<file path="src/rtl/lsu_pkg.sv">
// Shared types for the load/store unit: access size encodings, FSM states
// and the size-to-byte-count helper.
package lsu_pkg;

    localparam logic [1:0] SZ_B = 2'd0;
    localparam logic [1:0] SZ_H = 2'd1;
    localparam logic [1:0] SZ_W = 2'd2;
    localparam logic [1:0] SZ_D = 2'd3;

    typedef enum logic [2:0] {
        IDLE,
        LOAD,
        RMW_RD,
        WRITE,
        RESP
    } lsu_state_e;

    function automatic logic [3:0] bytes_of(input logic [1:0] size);
        return 4'd1 << size;
    endfunction

endpackage

</file>
<file path="src/rtl/lsu_if.sv">
// Request/response handshake between the execute stage and the LSU, and the
// 8-byte-window data-memory port driven by the LSU.
interface lsu_req_if;
    logic        req_valid;
    logic        req_ready;
    logic        req_write;
    logic [1:0]  req_size;
    logic        req_unsigned;
    logic [63:0] req_addr;
    logic [63:0] req_wdata;
    logic        resp_valid;
    logic [63:0] resp_rdata;
    logic        resp_err;

    modport master (
        output req_valid, req_write, req_size, req_unsigned, req_addr, req_wdata,
        input  req_ready, resp_valid, resp_rdata, resp_err
    );
    modport slave (
        input  req_valid, req_write, req_size, req_unsigned, req_addr, req_wdata,
        output req_ready, resp_valid, resp_rdata, resp_err
    );
endinterface

interface lsu_mem_if;
    logic [63:0] mem_address;
    logic [63:0] Write_Data;
    logic        MemWrite;
    logic        MemRead;
    logic [63:0] Read_Data;

    modport master (
        output mem_address, Write_Data, MemWrite, MemRead,
        input  Read_Data
    );
    modport slave (
        input  mem_address, Write_Data, MemWrite, MemRead,
        output Read_Data
    );
endinterface

</file>
<file path="src/rtl/lsu_lane_align.sv">
// Lane arithmetic on an 8-byte memory window: extracts and extends a load
// value, and merges store bytes into the window for read-modify-write.
module lsu_lane_align
    import lsu_pkg::*;
(
    input  logic [63:0] window,
    input  logic [2:0]  lane,
    input  logic [1:0]  size,
    input  logic        is_unsigned,
    input  logic [63:0] wdata,
    output logic [63:0] load_data,
    output logic [63:0] store_window
);

    logic [63:0] shifted;
    logic [63:0] size_mask;
    logic [63:0] lane_mask;

    always_comb begin
        shifted = window >> {lane, 3'b000};
        case (size)
            SZ_B: begin
                load_data = {{56{~is_unsigned & shifted[7]}}, shifted[7:0]};
                size_mask = 64'h0000_0000_0000_00FF;
            end
            SZ_H: begin
                load_data = {{48{~is_unsigned & shifted[15]}}, shifted[15:0]};
                size_mask = 64'h0000_0000_0000_FFFF;
            end
            SZ_W: begin
                load_data = {{32{~is_unsigned & shifted[31]}}, shifted[31:0]};
                size_mask = 64'h0000_0000_FFFF_FFFF;
            end
            default: begin
                load_data = shifted;
                size_mask = '1;
            end
        endcase
        // Bytes outside the addressed lanes are written back exactly as read.
        lane_mask    = size_mask << {lane, 3'b000};
        store_window = (window & ~lane_mask) | ((wdata << {lane, 3'b000}) & lane_mask);
    end

endmodule

</file>
<file path="src/rtl/load_store_unit.sv">
// CPU-side load/store unit: one request at a time, sub-double stores done as
// read-modify-write on the memory's fixed 8-byte window.
module load_store_unit
    import lsu_pkg::*;
#(
    parameter int MEM_BYTES = 100
) (
    input  logic        clk,
    input  logic        reset_n,
    lsu_req_if.slave    req,
    lsu_mem_if.master   mem
);

    localparam logic [63:0] BASE_MAX = 64'(MEM_BYTES - 8);
    localparam logic [64:0] MEM_LIM  = 65'(MEM_BYTES);

    lsu_state_e  state_q;
    logic        resp_valid_q;
    logic [63:0] resp_rdata_q;
    logic        resp_err_q;
    logic        mem_rd_q;
    logic        mem_wr_q;
    logic [63:0] mem_addr_q;
    logic [63:0] wr_data_q;

    logic [1:0]  size_q;
    logic        uns_q;
    logic [2:0]  lane_q;
    logic [63:0] wdata_q;

    logic [3:0]  nb;
    logic        req_err;
    logic [63:0] base;
    logic [2:0]  lane;
    logic [63:0] load_data;
    logic [63:0] store_window;

    // Window is clamped so it never reaches past the last implemented byte.
    always_comb begin
        nb      = bytes_of(req.req_size);
        req_err = ((req.req_addr & (64'(nb) - 64'd1)) != 64'd0) ||
                  (({1'b0, req.req_addr} + 65'(nb)) > MEM_LIM);
        base    = (req.req_addr < BASE_MAX) ? req.req_addr : BASE_MAX;
        lane    = req.req_addr[2:0] - base[2:0];
    end

    lsu_lane_align u_align (
        .window       (mem.Read_Data),
        .lane         (lane_q),
        .size         (size_q),
        .is_unsigned  (uns_q),
        .wdata        (wdata_q),
        .load_data    (load_data),
        .store_window (store_window)
    );

    always_ff @(posedge clk) begin
        if (state_q == IDLE && req.req_valid) begin
            size_q  <= req.req_size;
            uns_q   <= req.req_unsigned;
            lane_q  <= lane;
            wdata_q <= req.req_wdata;
        end
    end

    always_ff @(posedge clk or negedge reset_n) begin
        if (!reset_n) begin
            state_q      <= IDLE;
            resp_valid_q <= 1'b0;
            resp_rdata_q <= '0;
            resp_err_q   <= 1'b0;
            mem_rd_q     <= 1'b0;
            mem_wr_q     <= 1'b0;
            mem_addr_q   <= '0;
            wr_data_q    <= '0;
        end else begin
            case (state_q)
                IDLE: begin
                    if (req.req_valid) begin
                        mem_addr_q <= base;
                        if (req_err) begin
                            state_q      <= RESP;
                            resp_valid_q <= 1'b1;
                            resp_err_q   <= 1'b1;
                        end else if (!req.req_write) begin
                            state_q  <= LOAD;
                            mem_rd_q <= 1'b1;
                        end else if (req.req_size == SZ_D) begin
                            state_q   <= WRITE;
                            wr_data_q <= req.req_wdata;
                            mem_wr_q  <= 1'b1;
                        end else begin
                            state_q  <= RMW_RD;
                            mem_rd_q <= 1'b1;
                        end
                    end
                end
                LOAD: begin
                    state_q      <= RESP;
                    mem_rd_q     <= 1'b0;
                    resp_valid_q <= 1'b1;
                    resp_rdata_q <= load_data;
                end
                RMW_RD: begin
                    state_q   <= WRITE;
                    mem_rd_q  <= 1'b0;
                    wr_data_q <= store_window;
                    mem_wr_q  <= 1'b1;
                end
                WRITE: begin
                    state_q      <= RESP;
                    mem_wr_q     <= 1'b0;
                    resp_valid_q <= 1'b1;
                end
                RESP: begin
                    state_q      <= IDLE;
                    resp_valid_q <= 1'b0;
                    resp_rdata_q <= '0;
                    resp_err_q   <= 1'b0;
                end
                default: state_q <= IDLE;
            endcase
        end
    end

    assign req.req_ready   = (state_q == IDLE) && reset_n;
    assign req.resp_valid  = resp_valid_q;
    assign req.resp_rdata  = resp_rdata_q;
    assign req.resp_err    = resp_err_q;
    assign mem.mem_address = mem_addr_q;
    assign mem.Write_Data  = wr_data_q;
    assign mem.MemRead     = mem_rd_q;
    assign mem.MemWrite    = mem_wr_q;

endmodule
</file>
<file path="src/flat_wrapper.sv">
// flat-port wrapper written by rule: the top's interface ports become plain ports
module load_store_unit_flat import lsu_pkg::*;
#(
    parameter int MEM_BYTES = 100
)
  (clk, reset_n, req_req_valid, req_req_write, req_req_size, req_req_unsigned, req_req_addr, req_req_wdata, req_req_ready, req_resp_valid, req_resp_rdata, req_resp_err, mem_mem_address, mem_Write_Data, mem_MemWrite, mem_MemRead, mem_Read_Data);
  lsu_req_if req_i ();
  lsu_mem_if mem_i ();
  input  logic clk;
  input  logic reset_n;
  input wire logic [$bits(req_i.req_valid)-1:0] req_req_valid;
  input wire logic [$bits(req_i.req_write)-1:0] req_req_write;
  input wire logic [$bits(req_i.req_size)-1:0] req_req_size;
  input wire logic [$bits(req_i.req_unsigned)-1:0] req_req_unsigned;
  input wire logic [$bits(req_i.req_addr)-1:0] req_req_addr;
  input wire logic [$bits(req_i.req_wdata)-1:0] req_req_wdata;
  output wire logic [$bits(req_i.req_ready)-1:0] req_req_ready;
  output wire logic [$bits(req_i.resp_valid)-1:0] req_resp_valid;
  output wire logic [$bits(req_i.resp_rdata)-1:0] req_resp_rdata;
  output wire logic [$bits(req_i.resp_err)-1:0] req_resp_err;
  output wire logic [$bits(mem_i.mem_address)-1:0] mem_mem_address;
  output wire logic [$bits(mem_i.Write_Data)-1:0] mem_Write_Data;
  output wire logic [$bits(mem_i.MemWrite)-1:0] mem_MemWrite;
  output wire logic [$bits(mem_i.MemRead)-1:0] mem_MemRead;
  input wire logic [$bits(mem_i.Read_Data)-1:0] mem_Read_Data;
  assign req_i.req_valid = req_req_valid;
  assign req_i.req_write = req_req_write;
  assign req_i.req_size = req_req_size;
  assign req_i.req_unsigned = req_req_unsigned;
  assign req_i.req_addr = req_req_addr;
  assign req_i.req_wdata = req_req_wdata;
  assign req_req_ready = req_i.req_ready;
  assign req_resp_valid = req_i.resp_valid;
  assign req_resp_rdata = req_i.resp_rdata;
  assign req_resp_err = req_i.resp_err;
  assign mem_mem_address = mem_i.mem_address;
  assign mem_Write_Data = mem_i.Write_Data;
  assign mem_MemWrite = mem_i.MemWrite;
  assign mem_MemRead = mem_i.MemRead;
  assign mem_i.Read_Data = mem_Read_Data;
  load_store_unit #(.MEM_BYTES(MEM_BYTES)) u_core (.clk(clk), .reset_n(reset_n), .req(req_i), .mem(mem_i));
endmodule
</file>
<file path="config.mk">
export PLATFORM = sky130hd
export DESIGN_NAME = load_store_unit_flat
export DESIGN_NICKNAME = d
export VERILOG_FILES = /design/src/rtl/lsu_pkg.sv /design/src/rtl/lsu_if.sv /design/src/rtl/lsu_lane_align.sv /design/src/rtl/load_store_unit.sv /design/src/flat_wrapper.sv
export SDC_FILE = /design/constraint.sdc
export NUM_CORES = 1
export LEC_CHECK = 0
export ABC_AREA = 1
export CAP_MARGIN = 30
export CORE_ASPECT_RATIO = 1.2
export CORE_MARGIN = 2
export CORE_UTILIZATION = 45
export DETAILED_ROUTE_END_ITERATION = 8
export PLACE_DENSITY = 0.72
export SLEW_MARGIN = 20
export SYNTH_ARGS = -nofsm -noshare
export SYNTH_HDL_FRONTEND = slang
export SYNTH_SLANG_ARGS = --single-unit
</file>
<file path="constraint.sdc">
create_clock -name clk -period 5.6 [get_ports clk]
set_input_delay 0.84 -clock clk [delete_from_list [all_inputs] [get_ports clk]]
set_output_delay 0.84 -clock clk [all_outputs]
set_load 0.03 [all_outputs]
</file>
==> flow_summary.toml <==
[run_status]
status = "completed"

[detailed_routing]
via_count = 19500
drc_errors = 0
routed_wl_um = 77200
drt_iter0_markers = 2323
firstDrtPassIters = 6
via_per_inst = 5.79
final_antenna_net_count = 0
wl_per_cell_um = 22.9

[setup_path]
timing.rr.end = "u_core.req.resp_rdata[57]"
r2r-start = "u_core.lane_q[0]"
worst_setup_path_start_kind = "primary input"
r2r_setup_slack_ns = 1.94
path_max_fanout = 44
crit_type = "primary input to register"
reg2regPathDepth = 12
critPathRequiredTime_ns = 6.11
end_kind = "register"
crit_arrival_ns = 4.84

[synthesis]
yosys_warnings = 0
yosysUniqueCellTypes = 51
synth_area_per_cell_um2 = 6.85
ys_async_sr_fraction_pct = 74.0
synth_edf_count = 70
synth_fp_nets = 2735
yosysSeqAreaShare_pct = 40.9
yosys_register_bits = 269
syn-instance-count = 2528
syn_area_um2 = 17300
synth_ff_type = "dfrtp_1"

[clocking]
postCtsHoldBufs = 0
root_buffer = "clkbuf_16"
insertion_delay_ns = 0.59
clkTransAtPathRegs_ns = 0.06
cts-resized-gates = 0
post-cts-setup-buffers = 0
tritoncts = "done"
cts_buffers = 29
cts.sinks = 269
cts_max_level = 1
clockBufferDepth = 3

[floorplan]
dieArea_um2 = 40100
fp.dieH_um = 219
pin_count = 396
core_area_um2 = 37900
chipWidth_um = 183
rows = 78
start_util_pct = 45.7

[power_and_ir_drop]
vdd.ir_drop.worst_v = 0.000263
leakage_nw = 10.3
powerDensity_nw_per_um2 = 341

[timing]
fin_skew_ns = 0.0236
final.min_clock_period_ns = 4.33
tightestPinTransition_ns = 0.859
tns_ns = 0
fmax_mhz = 231
relSlewSlack_pct = 42.7
setup_ws_ns = 1.27
rsz0062_at_grt = "false"
drv_slew = 0
setup_viol = 0
hold_viol = 0
finalCritPeriodShare_pct = 77.3

[placed_design]
post-place-ws_ns = 0.730
dp_hpwl_um = 60100
port_buffers = 395
gp_congestion = 1.00

[layout]
multi_input_area_um2 = 8610
seq_area_um2 = 7080
finish.net_count = 3064
syn_to_final_growth_pct = 30.6
layout-drive-gt1-share_pct = 4.10
fill_cells = 3492

[global_routing]
antenna_found_initial = 7
track_usage_pct = 37.6
grt_pass1_vias = 19200
grt_pass1_wl_um = 114000
grt_max_degree = 130
globalRouteOverflowTotal = 0

[run]
drv_cap = 0

[worst_hold_path]
hold_path.class = "primary input to async pin"
[report_power, final]
| group | total [W] | switching (W) | internal, W |
|---|---|---|---|
| Combinational | 0.00318 | 0.00219 | 0.000987 |
| Sequential | 0.00259 | 0.000232 | 0.00236 |
| Clock | 0.00193 | 0.000842 | 0.00108 |
[metal layers]
layer  vias up  track usage [%]  wire [um]
met3       260             6.62       6830
met1      9059             44.3      27900
li1       8957                -          -
met2      1201             64.0      37000
met4         6             22.7       5440
met5         -                0         34
[Yosys cell counts (7+ instances only)]
| cell type | number | share of area (%) |
|---|---|---|
| a21oi_1 | 106 | 3.1 |
| mux2i_1 | 25 | 1.4 |
| a22o_1 | 7 | 0.35 |
| inv_1 | 275 | 6.0 |
| edfxtp_1 | 70 | 12 |
| nand2_1 | 792 | 17 |
| buf_2 | 13 | 0.38 |
| o22ai_1 | 27 | 0.98 |
| o21ai_1 | 8 | 0.23 |
| nor3_1 | 9 | 0.26 |
| clkbuf_1 | 94 | 2.0 |
| dfrtp_1 | 199 | 29 |
| o221ai_1 | 7 | 0.35 |
| ha_1 | 7 | 0.51 |
| o32ai_1 | 8 | 0.40 |
| nand3_1 | 145 | 4.2 |
| nor2_1 | 266 | 5.8 |
| nor2_2 | 14 | 0.51 |
| buf_1 | 12 | 0.26 |
| a22oi_1 | 17 | 0.74 |
| o211ai_1 | 19 | 0.82 |
| a31oi_1 | 25 | 0.90 |
| xor2_1 | 8 | 0.40 |
| nand4_1 | 84 | 3.0 |
| o21ai_0 | 228 | 6.6 |
[layout by cell type, fill, tap and decap left out, drive strengths merged, types with 2 or more instances in the layout]
cell           instances
a211oi                 3
a21oi                106
a22o                   7
a22oi                 17
a31oi                 25
and2                   4
buf                   34
clkbuf                43
clkdlybuf4s50        394
clkinv                15
dfrtp                199
diode                  4
edfxtp                70
ha                     7
inv                  282
mux2i                 25
nand2                794
nand3                146
nand3b                 6
nand4                 85
nor2                 280
nor3                  10
nor4                   2
o211ai                19
o21ai                237
o221ai                 7
o22ai                 27
o311ai                 2
o31ai                  4
o32ai                  8
or2                    3
xnor2                  2
xor2                   8
[kinds of logic (layout without fill, tap and decap cells)]
family	Yosys count	after routing	share of synthesized area, %
buffers and inverters	417	769	9.53
AOI/OAI and AO/OA	466	466	15.1
DFF	269	269	40.9
adders and majority gates	8	8	0.622
muxes	25	25	1.45
xor gates and xnor gates	10	10	0.506
other	1	5	0.0217
and+or+nand+nor	1332	1332	31.9
[worst max-delay path, cell delays in order]
cell	delay, ns
clkdlybuf4s50_1	0.48
nor2_1	0.16
ha_1	0.20
inv_1	0.06
fa_1	0.40
inv_2	0.10
nand2_1	0.07
nand2_1	0.13
nand2_1	0.12
nor2_1	0.15
buf_4	0.19
nand2_1	0.13
nand2_1	0.08
o21ai_1	0.06
nor2_1	0.12
nand3_1	0.13
nor2_1	0.12
nand2_1	0.08
nor2_2	0.13
nand4_2	0.19
nand2_2	0.15
buf_4	0.42
nand4_1	0.21
nand2_1	0.12
[state kept, by name (all words and copies together), names as in the netlist]
signal and cells:
u_core.mem.Write_Data 64, u_core.mem.mem_address 64, u_core.req.resp_rdata 64, u_core.wdata_q 64, u_core.lane_q 3, u_core.state_q 3, u_core.size_q 2, u_core.mem.MemRead 1
u_core.mem.MemWrite 1, u_core.req.resp_err 1, u_core.req.resp_valid 1, u_core.uns_q 1
[per-stage QoR]
| stage | area [um^2] | utilization (%) | cells | hold WS, ns | total power [W] |
|---|---|---|---|---|---|
| 6_report | 22600 | 59.7 | 3364 | 0.241 | 0.00770 |
| 2_1_floorplan | 17300 | - | 2528 | 0.544 | 0.00435 |
| 3_3_place_gp | 21600 | 57.0 | 3303 | 0.448 | 0.00567 |
| 5_1_grt | 22600 | 59.7 | 3361 | 0.274 | 0.00799 |
| 3_5_place_dp | 21600 | 57.0 | 3304 | 0.452 | 0.00571 |
| 4_1_cts | 22500 | 59.5 | 3358 | 0.250 | 0.00763 |
[cell type report]
class                           instances  share of cell area, %
Inverter                              286                   4.75
Antenna cell                            4                 0.0443
Clock buffer                           42                   3.84
Tap cell                              480                   2.66
Timing Repair Buffer                  429                   18.9
Sequential cell                       269                   31.3
Multi-Input combinational cell       1842                   38.1
Clock inverter                         12                  0.393
[how the worst max path moves through the flow]
stage / start / slack (ns) / cells after the start / endpoint
floorplan: u_core.state_q[0] / 1.36 / 11 / u_core.mem.Write_Data[42]
global placement: req_req_size[1] / 0.83 / 24 / u_core.mem.MemWrite
detailed placement: req_req_size[1] / 0.73 / 23 / u_core.mem.Write_Data[40]
CTS: req_req_size[1] / 1.34 / 23 / u_core.mem.Write_Data[40]
global route: req_req_size[1] / 0.90 / 24 / u_core.mem.MemWrite
finish: req_req_size[0] / 1.27 / 24 / u_core.mem.Write_Data[40]
No activity file was read; power rests on OpenSTA's default activity.
